`src/rtl/async_fifo_pkg.sv`:
```
// Shared definitions for the async_fifo producer front end: writer FSM encoding
// and FIFO word field positions.
package async_fifo_pkg;

  typedef enum logic [1:0] {
    ST_IDLE   = 2'd0,
    ST_STREAM = 2'd1,
    ST_ABORT  = 2'd2,
    ST_DROP   = 2'd3
  } wr_state_e;

  // FIFO word layout is {err,last,data}
  function automatic int unsigned err_bit(input int unsigned dsize);
    return dsize + 1;
  endfunction

  function automatic int unsigned last_bit(input int unsigned dsize);
    return dsize;
  endfunction

endpackage

```
`src/rtl/stream_skid_buf.sv`:
```
// Two-entry skid buffer. The owner decides push/pop/flush; occ_next_c exposes the
// next occupancy so the owner can register its upstream ready.
module stream_skid_buf #(
  parameter int unsigned W = 9
) (
  input  logic         clk,
  input  logic         rst_n,
  input  logic         flush,
  input  logic         push,
  input  logic [W-1:0] push_data,
  input  logic         pop,
  output logic         head_valid,
  output logic [W-1:0] head_data,
  output logic [1:0]   occ_next_c
);

  logic [W-1:0] ent0_q, ent0_d;
  logic [W-1:0] ent1_q, ent1_d;
  logic [1:0]   occ_q, occ_d, occ_mid;
  logic         valid_q, valid_d;

  // Pop shifts entry 1 forward, then a push lands in the first free slot
  always_comb begin
    ent0_d  = ent0_q;
    ent1_d  = ent1_q;
    occ_mid = occ_q;
    occ_d   = occ_q;
    if (pop && (occ_q != 2'd0)) begin
      ent0_d  = ent1_q;
      occ_mid = occ_q - 2'd1;
    end
    occ_d = occ_mid;
    if (push && (occ_mid != 2'd2)) begin
      if (occ_mid == 2'd0) begin
        ent0_d = push_data;
      end else begin
        ent1_d = push_data;
      end
      occ_d = occ_mid + 2'd1;
    end
    if (flush) begin
      occ_d = 2'd0;
    end
    valid_d = (occ_d != 2'd0);
  end

  always_ff @(posedge clk or negedge rst_n) begin
    if (!rst_n) begin
      ent0_q  <= '0;
      ent1_q  <= '0;
      occ_q   <= 2'd0;
      valid_q <= 1'b0;
    end else begin
      ent0_q  <= ent0_d;
      ent1_q  <= ent1_d;
      occ_q   <= occ_d;
      valid_q <= valid_d;
    end
  end

  assign head_valid = valid_q;
  assign head_data  = ent0_q;
  assign occ_next_c = occ_d;

endmodule

```
`src/rtl/async_fifo_stream_writer.sv`:
```
// Producer-side front end for async_fifo: packs a valid/ready packet stream into
// {err,last,data} FIFO words, gates packet starts on almost_full, handles abort.
module async_fifo_stream_writer
  import async_fifo_pkg::*;
#(
  parameter int unsigned DSIZE    = 8,
  parameter int unsigned PKT_GATE = 1,
  parameter int unsigned CNT_W    = 16
) (
  input  logic               wclk,
  input  logic               wrst_n,
  input  logic               s_valid,
  output logic               s_ready,
  input  logic [DSIZE-1:0]   s_data,
  input  logic               s_last,
  input  logic               s_abort,
  output logic               winc,
  output logic [DSIZE+1:0]   wdata,
  input  logic               wfull,
  input  logic               almost_full,
  input  logic               overflow_error,
  output logic [CNT_W-1:0]   pkt_cnt,
  output logic [CNT_W-1:0]   abort_cnt,
  output logic               ovf_seen
);

  localparam int unsigned BW       = DSIZE + 1;
  localparam int unsigned WW       = DSIZE + 2;
  localparam int unsigned ERR_BIT  = err_bit(DSIZE);
  localparam int unsigned LAST_BIT = last_bit(DSIZE);

  wr_state_e        state_q, state_d;
  logic             s_ready_q, s_ready_d;
  logic             winc_q, winc_d;
  logic [WW-1:0]    wdata_q, wdata_d;
  logic [CNT_W-1:0] pkt_cnt_q, pkt_cnt_d;
  logic [CNT_W-1:0] abort_cnt_q, abort_cnt_d;
  logic             ovf_q, ovf_d;
  logic             abort_last_q, abort_last_d;

  logic             push, pop, flush;
  logic             head_valid;
  logic [BW-1:0]    head_data;
  logic [1:0]       occ_next_c;
  logic             acc, gate_ok, pkt_inc, abort_inc;

  stream_skid_buf #(.W(BW)) u_skid (
    .clk        (wclk),
    .rst_n      (wrst_n),
    .flush      (flush),
    .push       (push),
    .push_data  ({s_last, s_data}),
    .pop        (pop),
    .head_valid (head_valid),
    .head_data  (head_data),
    .occ_next_c (occ_next_c)
  );

  assign acc     = s_valid && s_ready_q;
  assign gate_ok = (PKT_GATE == 0) || !almost_full;

  always_comb begin
    state_d      = state_q;
    winc_d       = 1'b0;
    wdata_d      = wdata_q;
    abort_last_d = abort_last_q;
    push         = 1'b0;
    pop          = 1'b0;
    flush        = 1'b0;
    pkt_inc      = 1'b0;
    abort_inc    = 1'b0;

    case (state_q)
      ST_IDLE: begin
        push = acc;
        if (head_valid && !wfull && gate_ok) begin
          winc_d  = 1'b1;
          wdata_d = {1'b0, head_data};
          pop     = 1'b1;
          if (head_data[LAST_BIT]) pkt_inc = 1'b1;
          else                     state_d = ST_STREAM;
        end
      end
      ST_STREAM: begin
        if (s_abort) begin
          // Abort wins over a coincident beat; its last flag decides the exit
          flush        = 1'b1;
          abort_last_d = acc && s_last;
          state_d      = ST_ABORT;
        end else begin
          push = acc;
          if (head_valid && !wfull) begin
            winc_d  = 1'b1;
            wdata_d = {1'b0, head_data};
            pop     = 1'b1;
            if (head_data[LAST_BIT]) begin
              pkt_inc = 1'b1;
              state_d = ST_IDLE;
            end
          end
        end
      end
      ST_ABORT: begin
        if (!wfull) begin
          winc_d            = 1'b1;
          wdata_d           = '0;
          wdata_d[ERR_BIT]  = 1'b1;
          wdata_d[LAST_BIT] = 1'b1;
          abort_inc         = 1'b1;
          state_d           = abort_last_q ? ST_IDLE : ST_DROP;
        end
      end
      ST_DROP: begin
        if (acc && s_last) state_d = ST_IDLE;
      end
      default: state_d = ST_IDLE;
    endcase

    // Ready reflects next-cycle room; DROP swallows beats, ABORT stalls them
    s_ready_d = (state_d == ST_DROP) ||
                ((state_d != ST_ABORT) && (occ_next_c <= 2'd1));

    pkt_cnt_d = pkt_cnt_q;
    if (pkt_inc && (pkt_cnt_q != {CNT_W{1'b1}})) pkt_cnt_d = pkt_cnt_q + CNT_W'(1);
    abort_cnt_d = abort_cnt_q;
    if (abort_inc && (abort_cnt_q != {CNT_W{1'b1}})) abort_cnt_d = abort_cnt_q + CNT_W'(1);
    ovf_d = ovf_q || overflow_error;
  end

  always_ff @(posedge wclk or negedge wrst_n) begin
    if (!wrst_n) begin
      state_q      <= ST_IDLE;
      s_ready_q    <= 1'b0;
      winc_q       <= 1'b0;
      wdata_q      <= '0;
      pkt_cnt_q    <= '0;
      abort_cnt_q  <= '0;
      ovf_q        <= 1'b0;
      abort_last_q <= 1'b0;
    end else begin
      state_q      <= state_d;
      s_ready_q    <= s_ready_d;
      winc_q       <= winc_d;
      wdata_q      <= wdata_d;
      pkt_cnt_q    <= pkt_cnt_d;
      abort_cnt_q  <= abort_cnt_d;
      ovf_q        <= ovf_d;
      abort_last_q <= abort_last_d;
    end
  end

  assign s_ready   = s_ready_q;
  assign winc      = winc_q;
  assign wdata     = wdata_q;
  assign pkt_cnt   = pkt_cnt_q;
  assign abort_cnt = abort_cnt_q;
  assign ovf_seen  = ovf_q;

endmodule
```
`config.mk`:
```
export PLATFORM = sky130hd
export DESIGN_NAME = async_fifo_stream_writer
export DESIGN_NICKNAME = d
export VERILOG_FILES = /design/src/rtl/async_fifo_pkg.sv /design/src/rtl/stream_skid_buf.sv /design/src/rtl/async_fifo_stream_writer.sv
export SDC_FILE = /design/constraint.sdc
export NUM_CORES = 1
export LEC_CHECK = 0
export ABC_AREA = 1
export CORE_MARGIN = 5
export CORE_UTILIZATION = 50
export DETAILED_ROUTE_END_ITERATION = 12
export PLACE_DENSITY = 0.76
export RECOVER_POWER = 100
export SETUP_SLACK_MARGIN = 0.15
export SYNTH_ARGS = -nofsm -noshare
export SYNTH_HDL_FRONTEND = slang
export SYNTH_SLANG_ARGS = --single-unit
```
`constraint.sdc`:
```
create_clock -name wclk -period 4.8 [get_ports wclk]
set_clock_uncertainty 0.1 [all_clocks]
set_input_delay 0.48 -clock wclk [delete_from_list [all_inputs] [get_ports wclk]]
set_output_delay 0.48 -clock wclk [all_outputs]
set_load 0.1 [all_outputs]
```
# After elaboration in Yosys (flattened, before gate mapping)
# Cells that the tools add are included.
# op_classes
addsub,4
n_lt_le_gt_ge,1
n_eq_ne,12
mux,36
bitwise_logic,1
reduce_logical,21
# op_table
cell,count
two-way mux 10 bit,4
"adder 16 x 1 -> 16 bit, second input constant",2
"!= test 16 bit, second input constant",2
one-hot mux 10 bit (3 select lines),1
two-way mux 9 bit,3
two-way mux 2 bit,11
two-way mux 1 bit,12
"!= test 2 bit, second input constant",6
logical AND 1 bit,9
one-hot mux 2 bit (4 select lines),1
"equality test 2 bit, second input constant",3
one-hot mux 1 bit (2 select lines),3
AND reduction 5 bit,1
logical NOT 2 bit,2
AND reduction 2 bit,2
nonzero test 2 bit,2
one-hot mux 1 bit (3 select lines),1
nonzero test 3 bit,1
"adder 2 x 1 -> 2 bit, second input constant",1
"equality test 2 x 1 -> 1 bit, second input constant",1
"less-or-equal comparator 2 x 1 -> 1 bit, second input constant",1
logical NOT 1 bit,2
logical OR 1 bit,2
"subtractor 2 x 1 -> 2 bit, second input constant",1
inverter 1 bit,1
# word_totals
regBits,69
inputBits,16
wordCells,87

# Logic depth before layout (Yosys ltp)
# logic_depth
ltp_word,14
ltp_mapped,16
depth_no_buf,15

# Cells and area by module
# From an unflattened synthesis, not the netlist that was laid out.
# unflattened
cells_unflattened,535
area_unflattened_um2,3902.5
# by_module_without_submodules
module,n_inst,cells_each,area_per_inst_um2
async_fifo_stream_writer,1,376,2748.9
stream_skid_buf,1,159,1153.6

# Worst setup path after synthesis
# No wires, ideal clock.
# synth_path
path_type,register to register
startpoint,register pkt_cnt_q[0] (netlist: pkt_cnt[0])
endpoint,register pkt_cnt_q[6] (netlist: pkt_cnt[6])
setup_time_ps,121
t_arrival_ps,2226
required_time_ps,4579
setup_slack_ps,2352
stages_incl_launch_ff,10
path_buffers,1
synth_period_minus_slack_ps,2448
cell_sequence,dfrtp_1 -> ha_1 -> nand3_1 -> nor2_2 -> nand2_1 -> nor2_4 -> a21oi_4 -> buf_6 -> nand2_2 -> o21ai_2
# synth_via
elab_chain_cells,2
word_cells_on_any_way,3
cone_classes,1 x add/sub; 1 x eq/ne; 1 x reduce/logical
# synth_lines
item,line_no,source
from (decl),async_fifo_stream_writer.sv:36,"logic [CNT_W-1:0] pkt_cnt_q, pkt_cnt_d;"
from (signal assigned),async_fifo_stream_writer.sv:145,pkt_cnt_q <= pkt_cnt_d;
"parallel branches: the longest is 2 deep, another holds adder 16 x 1 -> 16 bit",-,
# Parallel ways; which one is timed is not known.
# A chain may end at the register's enable or synchronous reset.

# Final worst setup path
# layout_path
startpoint,input port wfull
endpoint,register u_skid.ent0_q[2] (netlist: u_skid.head_data[2])
# layout_via
elab_chain_cells,10
word_cells_on_any_way,15
cone_classes,1 x eq/ne; 8 x mux; 6 x reduce/logical
# layout_lines
item,line_no,source
from (decl),async_fifo_stream_writer.sv:19,"input logic wfull,"
logical NOT 1 bit *,-,
logical AND 1 bit *,"async_fifo_stream_writer.sv:76, async_fifo_stream_writer.sv:92",
two-way mux 1 bit or logical AND 1 bit (tied branches),"async_fifo_stream_writer.sv:92, async_fifo_stream_writer.sv:76",
two-way mux 1 bit (on tied branches),"async_fifo_stream_writer.sv:85, async_fifo_stream_writer.sv:76",
one-hot mux 1 bit (2 select lines) *,async_fifo_stream_writer.sv:73,case (state_q)
logical AND 1 bit *,stream_skid_buf.sv:28,if (pop && (occ_q != 2'd0)) begin
two-way mux 2 bit,stream_skid_buf.sv:28,
logical NOT 2 bit or != test 2 bit (tied branches),"stream_skid_buf.sv:34, stream_skid_buf.sv:33",
two-way mux 9 bit or logical AND 1 bit (tied branches),"stream_skid_buf.sv:34, stream_skid_buf.sv:33",
two-way mux 9 bit *,stream_skid_buf.sv:33,if (push && (occ_mid != 2'd2)) begin
net u_skid.ent0_d[2],stream_skid_buf.sv:17,"logic [W-1:0] ent0_q, ent0_d;"
to (signal assigned),stream_skid_buf.sv:54,ent0_q <= ent0_d;
to (decl),stream_skid_buf.sv:17,
# Mark *: on every way through the listed nets, which the timed path passes. The rest lies on a longest branch.

==> qor.yml <==
relSlewSlack_pct: -23.5
rrSetupSlack_ps: 1630
hold_depth: 1
fill_cells: 595
drv_slew: 72
powerDensity_nw_per_um2: 727
gp_congestion: 0.830
synthDominantCellAreaShare_pct: 48.4
fin_crit_ps: 3590
drive_above_1_share_pct: 6.54
hold_violations: 0
overflow: 0
cts.path.max_buffers: 2
worst_pin_slew_ps: 1850
synth_area_um2: 3570
io_pins: 61
numCtsBuffers: 9
cts_resized: 0
max-vdd-ir-drop_mv: 0.393
multi_input_area_um2: 1460
postCtsSetupBuffers: 0
cts_root_buffer: "clkbuf_8"
diodes: 0
ant_nets: 0
start_util_pct: 51.9
crit_path_end_kind: "flip-flop"
dpl.hpwl_um: 5530
path_cells: "dlygate4sd3_1 -> nor2_1 -> nand3_1 -> nand2_1 -> nand2_1 -> nand2_1 -> nand2_1 -> ha_1 -> nor2_1 -> nand3_1 -> inv_1 -> nand2_1 -> o211ai_1 -> o21ai_0"
r2r-start: "u_skid.head_valid"
synth_area_per_cell_um2: 8.45
dieArea_um2: 8920
clock-sinks: 69
fin_util_pct: 63.0
min_from: "ovf_seen"
syn_inst: 422
synth.ff_latch_count: 69
register_area_um2: 1730
cp-start-kind: "input pin"
arrival_ps: 3690
path_class: "in2reg"
h-tree-depth: 3
grt_pass1_wl_um: 12800
worst_skew_pair.late_latency_ps: 340
maxCapViolCount: 2
finalSetupViolCount: 0
design.core.area_um2: 6870
rows: 30
cp_common_cell: "nand2_1"
worst_ep_required_time_ps: 4900
rsz0062_at_grt: "false"
cts_tree: "yes"
portBuffers: 60
finalSetupTns_ps: 0
yosysTopAreaCell: "dfrtp_1"
fin_crit_sh_pct: 74.8
hp-class: "reg2reg"
status: "finished, violations left"
r2r-end: "u_skid.head_data[2]"
drt_pre_antenna_iters: 4
grt_max_degree: 36
die_h_um: 94.5
p_leak_nw: 2.15
critPathSlowestCell: "dlygate4sd3_1"
violations: "max-capacitance violations, max-slew violations"
syn2layout_area_growth_pct: 21.4
r2r_cells: 14
path_clk_slew_ps: 70
drc: 0
wirelength_um: 7330
seq_area_frac_synth_pct: 48.4
antenna_found_initial: 0
vias_per_cell: 4.90
worst_hold_path.endpoint: "ovf_seen"
synth_nets: 443
ys_types: 28
wire_per_inst_um: 12.5
grt_pass1_vias: 2783
crit_family: "simple AND/OR/NAND/NOR gates"
ys.warnings.count: 0
postCtsHoldBufs: 0
route.vias.total: 2867
fin_nets: 506
synthTopCellsByArea: "dfrtp_1 48%, nand2_1 10%, inv_1 6.7%"
crit_fanout: 21
max_stage_delay_ps: 620
die_x_um: 94.5
drt_iter0_markers: 81
path_buf_inv: 2
grt_use_total_pct: 18.0
fmax_mhz: 278
==> report_power, final <==
group,total (mW),internal [mW],switching [mW]
Combinational,1.73,0.382,1.35
Clock,0.450,0.235,0.215
Sequential,0.967,0.804,0.163
Total,3.15,1.42,1.73
==> routing by layer <==
metal | global-route usage (%) | vias to the layer above | wire length [um]
li1 | - | 1456 | -
met1 | 24.1 | 1352 | 3400
met2 | 29.3 | 50 | 3540
met3 | 3.67 | 9 | 281
met4 | 6.13 | 0 | 103
met5 | 0 | - | 0
==> through the flow <==
stage / area (um^2) / setup WS, ps / std cells / hold WS (ps) / total power [mW]
6_report: 4330 / 1210 / 585 / 363 / 3.15
5_1_grt: 4330 / 819 / 585 / 370 / 3.35
4_1_cts: 4410 / 1580 / 585 / 134 / 3.26
3_5_place_dp: 4230 / 1220 / 570 / 348 / 2.81
3_3_place_gp: 4230 / 1440 / 570 / 352 / 2.76
2_1_floorplan: 3570 / 2350 / 422 / 84.4 / 2.39
==> cell usage after synthesis <==
cell type / n
nand2_2: 11
inv_1: 64
buf_6: 3
buf_2: 6
ha_1: 5
o21ai_2: 10
nand2_1: 96
nand3_1: 24
o211ai_1: 11
inv_2: 1
nor2_1: 29
nand4_1: 4
nor2_2: 3
dfrtp_1: 69
o21ai_0: 31
xnor2_1: 3
xor2_1: 24
nand2_4: 2
or2_2: 1
nand3b_1: 2
a21oi_1: 3
nor3_1: 10
a21oi_4: 1
or2_1: 1
nor3_2: 1
nor2_4: 3
nand3_2: 2
o21ai_1: 2
==> placed cells by master (no fill, tap or decap) <==
master / count
or2_2: 1
clkbuf_8: 9
bufinv_16: 1
nand4_1: 4
dlygate4sd3_1: 49
a21oi_1: 3
xnor2_1: 3
dfrtp_1: 69
nand2_1: 101
nand3_2: 1
nor3_1: 11
inv_2: 1
nand2_2: 8
o211ai_1: 11
ha_1: 5
nor2_1: 31
clkbuf_1: 3
nor2_4: 2
or2_0: 1
clkinvlp_4: 1
inv_1: 64
xor2_1: 24
nand3b_1: 2
nor2_2: 2
clkinv_2: 3
o21ai_2: 2
o21ai_0: 41
nand3_1: 25
a21oi_4: 1
clkdlybuf4s50_1: 10
==> how the worst max path moves through the flow <==
stage,startpoint,to,slack [ps],depth (start not counted)
floorplan,pkt_cnt[0],pkt_cnt[6],2350,9
global placement,wfull,u_skid.head_data[0],1440,14
detailed placement,wfull,u_skid.head_data[2],1220,14
CTS,wfull,u_skid.head_data[2],1580,14
global route,wfull,u_skid.head_data[8],820,14
finish,wfull,u_skid.head_data[2],1210,14
==> sequential cells by signal (all words and copies together) (netlist names), 2 cells and up <==
name,flops
pkt_cnt,16
u_skid.ent1_q,9
abort_cnt,16
state_q,2
u_skid.occ_q,2
u_skid.head_data,9
wdata,10
==> area by class of cell <==
| type | instances | area share [%] |
|---|---|---|
| clock buffers | 10 | 2.95 |
| clock inverters | 5 | 1.21 |
| inverters | 65 | 5.64 |
| multi-input cells | 279 | 33.7 |
| flip-flops and latches | 69 | 39.9 |
| well taps | 96 | 2.78 |
| repair buffers | 61 | 13.8 |
==> cells by family (layout without fill, tap and decap cells) <==
group,after synthesis,in the layout,share of synthesized area [%]
fa+ha+maj,5,5,1.75
buf+inv,74,141,8.63
xor+xnor,27,27,6.63
flops,69,69,48.4
compound gates,58,58,10.3
simple gates,189,189,24.3
Note: power is estimated with default switching activity, not from simulation.
